===== config.mk =====
export PLATFORM = sky130hd
export DESIGN_NAME = hazard_unit_mc
export DESIGN_NICKNAME = d
export VERILOG_FILES = /design/src/rtl/hazard_pkg.sv /design/src/rtl/md_busy_counter.sv /design/src/rtl/hazard_unit_mc.sv
export SDC_FILE = /design/constraint.sdc
export NUM_CORES = 1
export LEC_CHECK = 0
export ABC_CLOCK_PERIOD_IN_PS = 2880
export CAP_MARGIN = 20
export CORE_MARGIN = 10
export CORE_UTILIZATION = 40
export DETAILED_ROUTE_END_ITERATION = 10
export PLACE_DENSITY = 0.71
export SYNTH_ARGS = -nofsm -noshare
export SYNTH_HDL_FRONTEND = slang
export SYNTH_SLANG_ARGS = --single-unit

===== constraint.sdc =====
create_clock -name Clk -period 2.88 [get_ports Clk]
set_input_delay 0.576 -clock Clk [delete_from_list [all_inputs] [get_ports Clk]]
set_output_delay 0.576 -clock Clk [all_outputs]
set_load 0.005 [all_outputs]

===== src/rtl/hazard_pkg.sv =====
`default_nettype none
// ============================================================================
// Module      : hazard_pkg
// Description : Shared types and widths for the pipeline hazard unit.
// Revision    : 1.0 - initial release
// ============================================================================
package hazard_pkg;

    typedef enum logic [0:0] {
        IDLE    = 1'b0,
        LD_HOLD = 1'b1
    } hz_state_e;

    localparam int STALL_CNT_W = 16;
    localparam int MD_CNT_W    = $clog2(64);

endpackage : hazard_pkg
`default_nettype wire


===== src/rtl/md_busy_counter.sv =====
`default_nettype none
// ============================================================================
// Module      : md_busy_counter
// Description : Mult/div occupancy counter; busy while the count is non-zero.
// Revision    : 1.0 - initial release
// ============================================================================
module md_busy_counter
    import hazard_pkg::*;
#(
    parameter int MD_CYCLES = 32
) (
    input  logic Clk,
    input  logic Rst,
    input  logic start_i,
    output logic busy_o
);

    localparam logic [MD_CNT_W-1:0] c_LOAD = MD_CNT_W'(MD_CYCLES - 1);

    logic [MD_CNT_W-1:0] cnt_q;
    logic [MD_CNT_W-1:0] cnt_d;

    always_comb begin
        cnt_d = cnt_q;
        if (start_i) begin
            cnt_d = c_LOAD;
        end else if (cnt_q != '0) begin
            cnt_d = cnt_q - 1'b1;
        end
    end

    always_ff @(posedge Clk or negedge Rst) begin
        if (!Rst) begin
            cnt_q <= '0;
        end else begin
            cnt_q <= cnt_d;
        end
    end

    assign busy_o = (cnt_q != '0);

endmodule : md_busy_counter
`default_nettype wire


===== src/rtl/hazard_unit_mc.sv =====
`default_nettype none
// ============================================================================
// Module      : hazard_unit_mc
// Description : ID-stage hazard unit: load-use, branch-in-ID, mult/div
//               interlock, taken-branch flush and stall-cycle counter.
// Revision    : 1.0 - initial release
// ============================================================================
module hazard_unit_mc
    import hazard_pkg::*;
#(
    parameter int REG_W       = 5,
    parameter int LOAD_STALLS = 1,
    parameter int MD_CYCLES   = 32,
    parameter int ZERO_SKIP   = 1
) (
    input  logic                   Clk,
    input  logic                   Rst,
    input  logic [REG_W-1:0]       IDRs,
    input  logic [REG_W-1:0]       IDRt,
    input  logic                   IDUsesRs,
    input  logic                   IDUsesRt,
    input  logic                   IDIsBranch,
    input  logic                   IDBranchTaken,
    input  logic                   IDIsMD,
    input  logic                   IDReadsHiLo,
    input  logic [REG_W-1:0]       EXRd,
    input  logic                   EXRegWrite,
    input  logic                   EXMemRead,
    input  logic [REG_W-1:0]       MEMRd,
    input  logic                   MEMMemRead,
    output logic                   PCWrite,
    output logic                   IFIDWrite,
    output logic                   IDEXBubble,
    output logic                   IFIDFlush,
    output logic                   MDBusy,
    output logic [STALL_CNT_W-1:0] StallCount
);

    localparam int         c_HOLD_INIT_I = (LOAD_STALLS > 1) ? (LOAD_STALLS - 2) : 0;
    localparam logic [1:0] c_HOLD_INIT   = 2'(c_HOLD_INIT_I);

    hz_state_e              state_q, state_d;
    logic [1:0]             hold_q, hold_d;
    logic [STALL_CNT_W-1:0] stall_cnt_q, stall_cnt_d;

    logic w_ex_match, w_mem_match;
    logic w_load_use, w_br_hz, w_md_hz;
    logic w_stall, w_md_start;

    function automatic logic f_match(
        input logic [REG_W-1:0] r,
        input logic [REG_W-1:0] rs,
        input logic [REG_W-1:0] rt,
        input logic             uses_rs,
        input logic             uses_rt
    );
        return ((r != '0) || (ZERO_SKIP == 0)) &&
               ((uses_rs && (rs == r)) || (uses_rt && (rt == r)));
    endfunction

    assign w_ex_match  = f_match(EXRd,  IDRs, IDRt, IDUsesRs, IDUsesRt);
    assign w_mem_match = f_match(MEMRd, IDRs, IDRt, IDUsesRs, IDUsesRt);
    assign w_load_use  = EXMemRead && w_ex_match;
    assign w_br_hz     = IDIsBranch && ((EXRegWrite && w_ex_match) ||
                                        (MEMMemRead && w_mem_match));
    assign w_md_hz     = MDBusy && (IDIsMD || IDReadsHiLo);

    // State register
    always_ff @(posedge Clk or negedge Rst) begin
        if (!Rst) begin
            state_q <= IDLE;
            hold_q  <= '0;
        end else begin
            state_q <= state_d;
            hold_q  <= hold_d;
        end
    end

    // Next-state logic
    always_comb begin
        state_d = state_q;
        hold_d  = hold_q;
        case (state_q)
            IDLE: begin
                if (w_load_use && (LOAD_STALLS > 1)) begin
                    state_d = LD_HOLD;
                    hold_d  = c_HOLD_INIT;
                end
            end
            LD_HOLD: begin
                if (hold_q == 2'd0) begin
                    state_d = IDLE;
                end else begin
                    hold_d = hold_q - 2'd1;
                end
            end
            default: begin
                state_d = IDLE;
                hold_d  = '0;
            end
        endcase
    end

    // Output logic: LD_HOLD stalls unconditionally, IDLE stalls on any hazard
    always_comb begin
        w_stall = 1'b0;
        case (state_q)
            IDLE:    w_stall = w_load_use || w_br_hz || w_md_hz;
            LD_HOLD: w_stall = 1'b1;
            default: w_stall = 1'b0;
        endcase
        PCWrite    = !w_stall;
        IFIDWrite  = !w_stall;
        IDEXBubble = w_stall;
        IFIDFlush  = IDIsBranch && IDBranchTaken && !w_stall;
    end

    assign w_md_start = (state_q == IDLE) && IDIsMD && !w_stall && !MDBusy;

    md_busy_counter #(
        .MD_CYCLES (MD_CYCLES)
    ) u_md_busy (
        .Clk     (Clk),
        .Rst     (Rst),
        .start_i (w_md_start),
        .busy_o  (MDBusy)
    );

    always_comb begin
        stall_cnt_d = stall_cnt_q;
        if (w_stall && (stall_cnt_q != {STALL_CNT_W{1'b1}})) begin
            stall_cnt_d = stall_cnt_q + 1'b1;
        end
    end

    always_ff @(posedge Clk or negedge Rst) begin
        if (!Rst) begin
            stall_cnt_q <= '0;
        end else begin
            stall_cnt_q <= stall_cnt_d;
        end
    end

    assign StallCount = stall_cnt_q;

endmodule : hazard_unit_mc
`default_nettype wire


# Word-level counts from Yosys, hierarchy flattened
# Cells that the tools add are included.
op_classes:
  eq_ne: 5
  add_sub_neg: 3
  bitwise: 2
  reduce_logical: 31
  mux: 5
ops:
  columns: ["cell", "count"]
  rows:
  - ["== test 5 bit", 4]
  - ["logical AND 1 bit", 17]
  - ["adder 16 x 1 -> 16 bit, second input constant", 1]
  - ["inequality test 16 bit, second input constant", 1]
  - ["2-to-1 mux 6 bit", 2]
  - ["nonzero test 5 bit", 2]
  - ["logical OR 1 bit", 6]
  - ["nonzero test 6 bit", 1]
  - ["subtractor 6 x 1 -> 6 bit, second input constant", 1]
  - ["logical NOT 1 bit", 2]
  - ["logical NOT 2 bit", 1]
  - ["2-to-1 mux 1 bit", 2]
  - ["NOT 1 bit", 2]
  - ["one-hot mux 1 bit (2 select lines)", 1]
  - ["AND reduction 2 bit", 1]
  - ["nonzero test 2 bit", 1]
  - ["subtractor 2 x 1 -> 2 bit, second input constant", 1]
word_totals:
  in_bits: 31
  regBits: 25
  word_cells: 50
  output_inout_bits: 21

# Depth between registers and ports, before layout
# Gate-level depths: netlist of run 1.
logic_depth:
  depth_word: 14
  depth_mapped: 7
  depth_no_buf: 6

# Cells and area by module
# Synthesis of run 1 repeated with hierarchy kept, for this count alone.
unflattened:
  cells_unflattened: 155
  area_unflattened_um2: 1520.2
by_module_without_submodules:
  columns: ["module", "area_each_um2", "cells_each", "instances", "seq_area_each_um2"]
  rows:
  - ["hazard_unit_mc", 1191.1, 121, 1, 475.5]
  - ["md_busy_counter", 329.1, 34, 1, 150.1]

# Least setup slack after synthesis of run 1
# No wires, ideal clock.
synth_path:
  path_type: "in2out"
  from: "input MEMRd[0]"
  to: "output IFIDFlush"
  stages: 5
  arrival_time_ps: 2089
  required_time_ps: 2304
  slack_ps: 215
  n_path_buf: 0
  cell_sequence: "or3_1 > o311a_1 > a221oi_4 > and2_1 > and3_1"
synth_via:
  elab_chain_len: 12
synth_lines:
  columns: ["item", "line", "source"]
  rows:
  - ["start: declaration", "hazard_unit_mc.sv:29", "input logic [REG_W-1:0] MEMRd,"]
  - ["== test 5 bit", "hazard_unit_mc.sv:58", "((uses_rs && (rs == r)) || (uses_rt && (rt == r)));"]
  - ["logical AND 1 bit", "hazard_unit_mc.sv:58", null]
  - ["logical OR 1 bit", "hazard_unit_mc.sv:58", null]
  - ["logical AND 1 bit (*)", "hazard_unit_mc.sv:57", "return ((r != '0) || (ZERO_SKIP == 0)) &&"]
  - ["logical AND 1 bit (*)", "hazard_unit_mc.sv:65", "(MEMMemRead && w_mem_match));"]
  - ["logical OR 1 bit (*)", "hazard_unit_mc.sv:64", "assign w_br_hz = IDIsBranch && ((EXRegWrite && w_ex_match) ||"]
  - ["logical AND 1 bit (*)", "hazard_unit_mc.sv:64", null]
  - ["logical OR 1 bit (*) (2 in series)", "hazard_unit_mc.sv:108", "IDLE: w_stall = w_load_use || w_br_hz || w_md_hz;"]
  - ["one-hot mux 1 bit (2 select lines) (*)", "hazard_unit_mc.sv:107", "case (state_q)"]
  - ["logical NOT 1 bit (*)", null, null]
  - ["via IFIDWrite", "hazard_unit_mc.sv:32", "output logic IFIDWrite,"]
  - ["logical AND 1 bit (*)", "hazard_unit_mc.sv:115", "IFIDFlush = IDIsBranch && IDBranchTaken && !w_stall;"]
  - ["end: declaration", "hazard_unit_mc.sv:34", "output logic IFIDFlush,"]
# Mark *: on every way through the listed nets, which the timed path passes. The rest lies on a longest branch.

# Final worst setup path of run 1
layout_path:
  from: "input MEMRd[3]"
  to: "output IFIDFlush"
layout_via:
  elab_chain_len: 12
layout_lines:
  columns: ["item", "line"]
  rows:
  - ["== test 5 bit", "hazard_unit_mc.sv:58"]
  - ["logical AND 1 bit", "hazard_unit_mc.sv:58"]
  - ["logical OR 1 bit", "hazard_unit_mc.sv:58"]
  - ["logical AND 1 bit (*)", "hazard_unit_mc.sv:57"]
  - ["logical AND 1 bit (*)", "hazard_unit_mc.sv:65"]
  - ["logical OR 1 bit (*)", "hazard_unit_mc.sv:64"]
  - ["logical AND 1 bit (*)", "hazard_unit_mc.sv:64"]
  - ["logical OR 1 bit (*) (2 in series)", "hazard_unit_mc.sv:108"]
  - ["one-hot mux 1 bit (2 select lines) (*)", "hazard_unit_mc.sv:107"]
  - ["logical NOT 1 bit (*)", "hazard_unit_mc.sv:115"]
  - ["logical AND 1 bit (*)", "hazard_unit_mc.sv:115"]
# Mark *: on every way between the ends. The rest lies on a longest branch, timed or not.

==> metrics.yaml, run 1 <==
nets: 258
grt_usage_pct: 12.6
ys_seq_area_share_pct: 40.0
critPathLaunch: "MEMRd[3]"
worst_pin_slew_ps: 371
hold_start: "hold_q[0]"
insertedDiodeCount: 0
yosys.area.top_type_share_pct: 40.0
reg2reg_to: "StallCount[1]"
routedWlPerCell_um: 16.0
arrival_ps: 2210
hold_class: "reg -> reg"
cp_slowest_cell: "clkdlybuf4s50_1"
core_area_um2: 3720
cp_cell_sequence: "clkdlybuf4s50_1 > o311a_1 > a221oi_4 > and2_4 > and3_1 > buf_2"
final-max-slew-violation-count: 0
synthMostInstantiatedCell: "dfrtp_1"
hold_viol: 0
grt_pass1_vias: 1449
setup_viol: 0
drt-total-wl_um: 4330
first_iter_violations: 59
antenna_found_initial: 0
grt_max_degree: 26
postCtsHoldBufs: 0
ys_async_sr_fraction_pct: 100
fin_crit_sh_pct: 96.6
synth_top_area_cell: "dfrtp_1"
outcome: "complete, no violations"
cts.htree.levels: 1
cap_viol_max_count: 0
dp_hpwl_um: 3470
grt_pass1_wl_um: 6940
instances_no_fill: 270
place.gp.congestion: 0.790
dp_slack_ps: -553
synthCells: 164
syn_avg_cell_area_um2: 9.54
power_mw: 1.28
syn-cell-area_um2: 1560
ys_ff_latch: 25
clock_path_buffers: 2
dieArea_um2: 6810
io_pins: 52
io_buffers: 51
start_util_pct: 42.1
r2r.worst_path.cells: 5
slowest_delay_ps: 490
vias: 1407
fin_skew_ps: 5.37
crit_fanout: 3
drive_above_1_share_pct: 10.8
ant_nets: 0
yosysWarnings: 0
synth_enable_flop_cells: 0
dp.cells: 266
post-route-drc-count: 0
crit_type: "in -> out"
die_w_um: 82.5
max-vdd-ir-drop_mv: 0.466
clkTransAtPathRegs_ps: 90
synth_flop_cell: "dfrtp_1"
critPathLaunchType: "input port"
overflow: 0
critPathCapture: "IFIDFlush"
finalCriticalPeriod_ps: 2780
vias_per_cell: 5.21
maxClockFrequency_ghz: 0.359
cp-end-kind: "output pin"
die_h_um: 82.5
drtPass1Iterations: 6
rrSetupSlack_ps: 770
numCtsBuffers: 3
r2r-start: "StallCount[6]"
root_buffer: "clkbuf_8"
cts_tree: "yes"
num_rows: 22
synth_common_cells: "25 x dfrtp_1, 22 x xnor2_1, 17 x a21oi_1, 15 x nand2_1, 13 x xor2_1"
synth_nets: 199
ys_top_cells_by_area: "dfrtp_1 40%, xnor2_1 12%, xor2_1 7.3%"
layout_setup_ws_ps: 98.0
cts.sinks: 25
powerDensity_nw_per_um2: 580
critical_path_required_ps: 2300
synth.distinct_cells: 30
rsz0062_at_grt: "false"
clk_latency_ps: 270
slew_headroom_pct: 75.3
utilization_pct: 59.5
p_leak_nw: 0.948
fin_hold_ws_ps: 486
syn2layout_area_growth_pct: 41.4
-- report_power, final --
group          switching (mW)  leakage, nW  internal (mW)
Sequential              0.102        0.323          0.451
Clock                   0.112       0.0217         0.0979
Combinational           0.224        0.603          0.296
Total                   0.438        0.948          0.845
-- cell families (layout without fill, tap and decap cells) --
family,Yosys count,in the layout,synth area share (%)
AND/OR/NAND/NOR,55,55,17.9
XOR/XNOR,35,35,19.6
multiplexers,6,6,4.16
flip-flops,25,25,40.0
adder cells (fa/ha/maj),4,4,3.20
AO/OA/AOI/OAI,28,28,12.0
buffers and inverters,11,69,3.12
-- worst min-delay path by stage --
stage / to / slack, ps / depth (start not counted)
after global routing: hold_q[1] / 530 / 2
after CTS: hold_q[0] / 490 / 1
after detailed placement: hold_q[0] / 470 / 1
after floorplan: StallCount[0] / 280 / 0
after global placement: hold_q[0] / 460 / 1
final: hold_q[0] / 490 / 1
-- area by class of cell --
type                       instances  area (um^2)
fill                             333         1510
multi-input combinational        128          905
sequential                        25          626
timing repair buffer              58          546
tap                               48         60.1
clock buffer                       3         41.3
inverter                           7         26.3
clock inverter                     1         7.51
-- critical path: cells and delay by family --
family | cells | cell delay (ps)
and+or+nand+nor | 2 | 320
AOI/OAI and AO/OA | 2 | 720
buffers and inverters | 2 | 600
-- cell usage in the layout (no fill, tap or decap), types with 2 or more instances in the layout --
cell / synthesis / layout
or3_1: 3 / 3
xnor2_1: 22 / 22
dfrtp_1: 25 / 25
inv_1: 7 / 7
a211oi_1: 2 / 2
nand2b_1: 3 / 3
nor2_1: 6 / 6
mux2_2: 4 / 4
and3_1: 4 / 4
clkdlybuf4s15_1: 0 / 2
nor3_1: 3 / 3
clkbuf_8: 0 / 3
and2_1: 3 / 2
mux2i_1: 2 / 2
nand3_1: 9 / 9
a21oi_1: 17 / 17
ha_1: 4 / 4
buf_2: 0 / 4
xor2_1: 13 / 13
clkdlybuf4s50_1: 0 / 44
buf_4: 2 / 6
nand4_1: 7 / 7
o22ai_2: 0 / 2
nand2_1: 15 / 15
-- metrics by stage --
| stage | instance area, um^2 | setup TNS (ps) |
|---|---|---|
| after floorplan | 1560 | 0 |
| after detailed placement | 2160 | -2070 |
| after global routing | 2210 | 0 |
| after global placement | 2160 | -1940 |
| after CTS | 2200 | 0 |
| final | 2210 | 0 |
-- flip-flops by register name, summed over array words and instances, names as in the netlist --
signal	cells
StallCount	16
u_md_busy.cnt_q	6
hold_q	2
state_q	1
-- layer usage --
layer  part of all wire (%)  wire (um)  GRT usage, %  up-vias
met2                     45       1960          21.3       53
met5                      0          0             0        -
li1                       -          -             -      683
met4                   0.23         10          1.34        0
met1                     46       1970          15.7      669
met3                    8.8        382          4.32        2
-- timing repair --
item                       4_1_cts  5_1_grt
resized for setup               21        4
gates cloned                     0        0
setup endpoints to repair        4        4
pin swaps                        4        4
buffers inserted                 0        0
Power figures use the tool's default switching activity.
==> run 2: changes to the inputs <==
Settings changed: CORE_UTILIZATION 40 to 27, PLACE_DENSITY 0.71 to unset.
==> run 2 against run 1 <==
Net effect: sequential share of layout area is 0.35 points lower; core utilization is 19 points lower; power is 1.0% lower; largest cell class unchanged; clock skew is 2.6 ps lower; critical path depth is 1 higher; worst hold slack worse by 8.0 ps; first-iteration DRC count is 49% lower; count of clock-buffer cells in the layout is 1 higher; flip-flop and latch count stayed put; design area is 1.2% higher; wire length is 0.18% higher.
==> metrics.yaml, run 2 (synthesis results as in run 1) <==
clkTransAtPathRegs_ps: 90  # about the same
syn2layout_area_growth_pct: 43.1
p_leak_nw: 0.952  # +0.48%
largest_reg_flops: 16  # unchanged
num_rows: 27  # +23%
top_layer_used: "met4"
core_area_um2: 5570  # +50%
start_util_pct: 28.1  # -14 points
clk_latency_ps: 270  # about the same
hold_viol: 0  # unchanged
final_area_um2: 2240  # +1.2%
drt-met1-wl_um: 2180  # +10%
dp_slack_ps: -537  # +15.8 ps
fin_crit_sh_pct: 97.4  # +0.77 points
numCtsBuffers: 3  # unchanged
max-vdd-ir-drop_mv: 0.403  # -13%
nets: 259  # +0.39%
hold_class: "reg -> reg"
clock_path_buffers: 2  # unchanged
route.met2.wl_um: 1740  # -12%
vias: 1397  # -0.71%
cts_tree: "yes"
root_buffer: "clkbuf_8"
die_h_um: 96.1  # +16%
wl_met3_um: 403  # +5.5%
dieArea_um2: 9240  # +36%
power_frac_seq_pct: 43.5  # +0.4 points
drt-total-wl_um: 4340  # +0.18%
swShare_pct: 33.3  # -0.80 points
layout_setup_ws_ps: 75.8  # -22.2 ps
grt_pass1_wl_um: 6950  # +0.10%
place.gp.congestion: 0.797  # +0.91%
routedWlPerCell_um: 14.7  # -8.3%
dpl_cell_area_um2: 2200  # +1.7%
antenna_found_initial: 0  # unchanged
cts.sinks: 25  # unchanged
first_iter_violations: 30  # -49%
io_pins: 52  # unchanged
grt_pass1_vias: 1381  # -4.7%
insertedDiodeCount: 0  # unchanged
fin_hold_ws_ps: 477  # -8.03 ps
crit_fanout: 3  # unchanged
mostFrequentLayoutCell: "clkdlybuf4s50_1"
clockPowerShare_pct: 16.5  # +0.2 points
fin_skew_ps: 2.73  # -2.64 ps
critical_path_required_ps: 2300  # about the same
arrival_ps: 2230  # +20 ps
powerDensity_nw_per_um2: 567  # -2.2%
tns_ps: 0  # unchanged
grt_max_degree: 26  # unchanged
drive_above_1_share_pct: 10.3  # -0.50 points
cts.htree.levels: 1  # unchanged
post-route-drc-count: 0  # unchanged
cp-end-kind: "output pin"
comb_power_share_pct: 40.0  # -0.6 points
crit_type: "in -> out"
mostFrequentLayoutCells: "44 x clkdlybuf4s50_1, 25 x dfrtp_1, 22 x xnor2_1"
p_switching_uw: 423  # -3.4%
hold_start: "hold_q[0]"
dp_hpwl_um: 3430  # -1.1%
die_w_um: 96.1  # +16%
critPathLaunch: "EXRd[1]"
ant_nets: 0  # unchanged
drtPass1Iterations: 4  # -2
final-max-slew-violation-count: 0  # unchanged
overflow: 0  # unchanged
cap_viol_max_count: 0  # unchanged
worst_pin_slew_ps: 383  # +11.7 ps
setup_viol: 0  # unchanged
outcome: "complete, no violations"
rsz0062_at_grt: "false"
grt_usage_pct: 9.35  # -3.2 points
maxClockFrequency_ghz: 0.357  # -0.79%
r2r-start: "StallCount[6]"
p_int_uw: 846  # +0.18%
finalCriticalPeriod_ps: 2800  # +22.2 ps
slew_headroom_pct: 74.5  # -0.78 points
critPathLaunchType: "input port"
io_buffers: 51  # unchanged
vias_per_cell: 4.74  # -9.1%
==> run 2: changes by cell type in the layout (fill, tap and decap cells not counted), sizes merged <==
cell / delta
clkbuf: +1
clkinvlp: -1
buf: +1
==> run 2: repair_timing <==
action | CTS | global route
setup endpoints to repair | 4 | 4
gates resized for setup | 21 | 3
buffers inserted | 0 | 0
pin swaps | 4 | 4
hold buffers | 0 | 0
==> run 2: layout make-up <==
type | count | area [um^2]
flip-flops and latches | 25 | 626
repair buffers | 59 | 553
clock buffers | 4 | 45.0
inverters | 7 | 26.3
multi-input cells | 128 | 898
well taps | 72 | 90.1
fillers | 573 | 3340
==> run 2: per-layer routing <==
| metal | vias up | global-route usage (%) |
|---|---|---|
| met5 | - | 0 |
| met4 | 0 | 1.47 |
| met3 | 4 | 3.66 |
| met2 | 49 | 13.6 |
| met1 | 654 | 12.9 |
| li1 | 690 | - |
==> run 2: critical path, cell delays in order <==
cell and delay (ps):
clkdlybuf4s50_1 480, nor3_1 300, a21oi_1 160, a221oi_4 280, and2_4 180, and3_1 140, buf_2 110
==> run 2: worst paths after layout <==
| path | slack [ps] | cells past startpoint | endpoint |
|---|---|---|---|
| max reg2reg | 830 | 5 | StallCount[1] |
| min reg2reg | 480 | 1 | hold_q[0] |
| min | 480 | 1 | hold_q[0] |
| min in group asynchronous | 660 | 2 | StallCount[7] |
| max in group asynchronous | 1970 | 2 | StallCount[2] |
| max | 80 | 7 | IFIDFlush |
==> run 2: metrics by stage <==
step | util [%] | cells | power (mW)
5_1_grt | 40.2 | 295 | 1.39
2_1_floorplan | - | 164 | 0.814
4_1_cts | 40.0 | 295 | 1.29
3_3_place_gp | 39.5 | 291 | 1.07
3_5_place_dp | 39.5 | 291 | 1.08
6_report | 40.2 | 295 | 1.27
==> run 2: power by group through the flow <==
stage	combinational (mW)	sequential, mW	clock [mW]
6_report	0.509	0.552	0.209
5_1_grt	0.582	0.576	0.233
4_1_cts	0.521	0.553	0.220
3_5_place_dp	0.521	0.559	0
3_3_place_gp	0.513	0.557	0
2_1_floorplan	0.271	0.544	0
==> run 3: changes to the inputs <==
Settings changed: CAP_MARGIN 20 to unset, CTS_CLUSTER_DIAMETER set to 80.
==> results of run 3 <==
The final DEF is identical to that of run 2; final timing and power are the same.
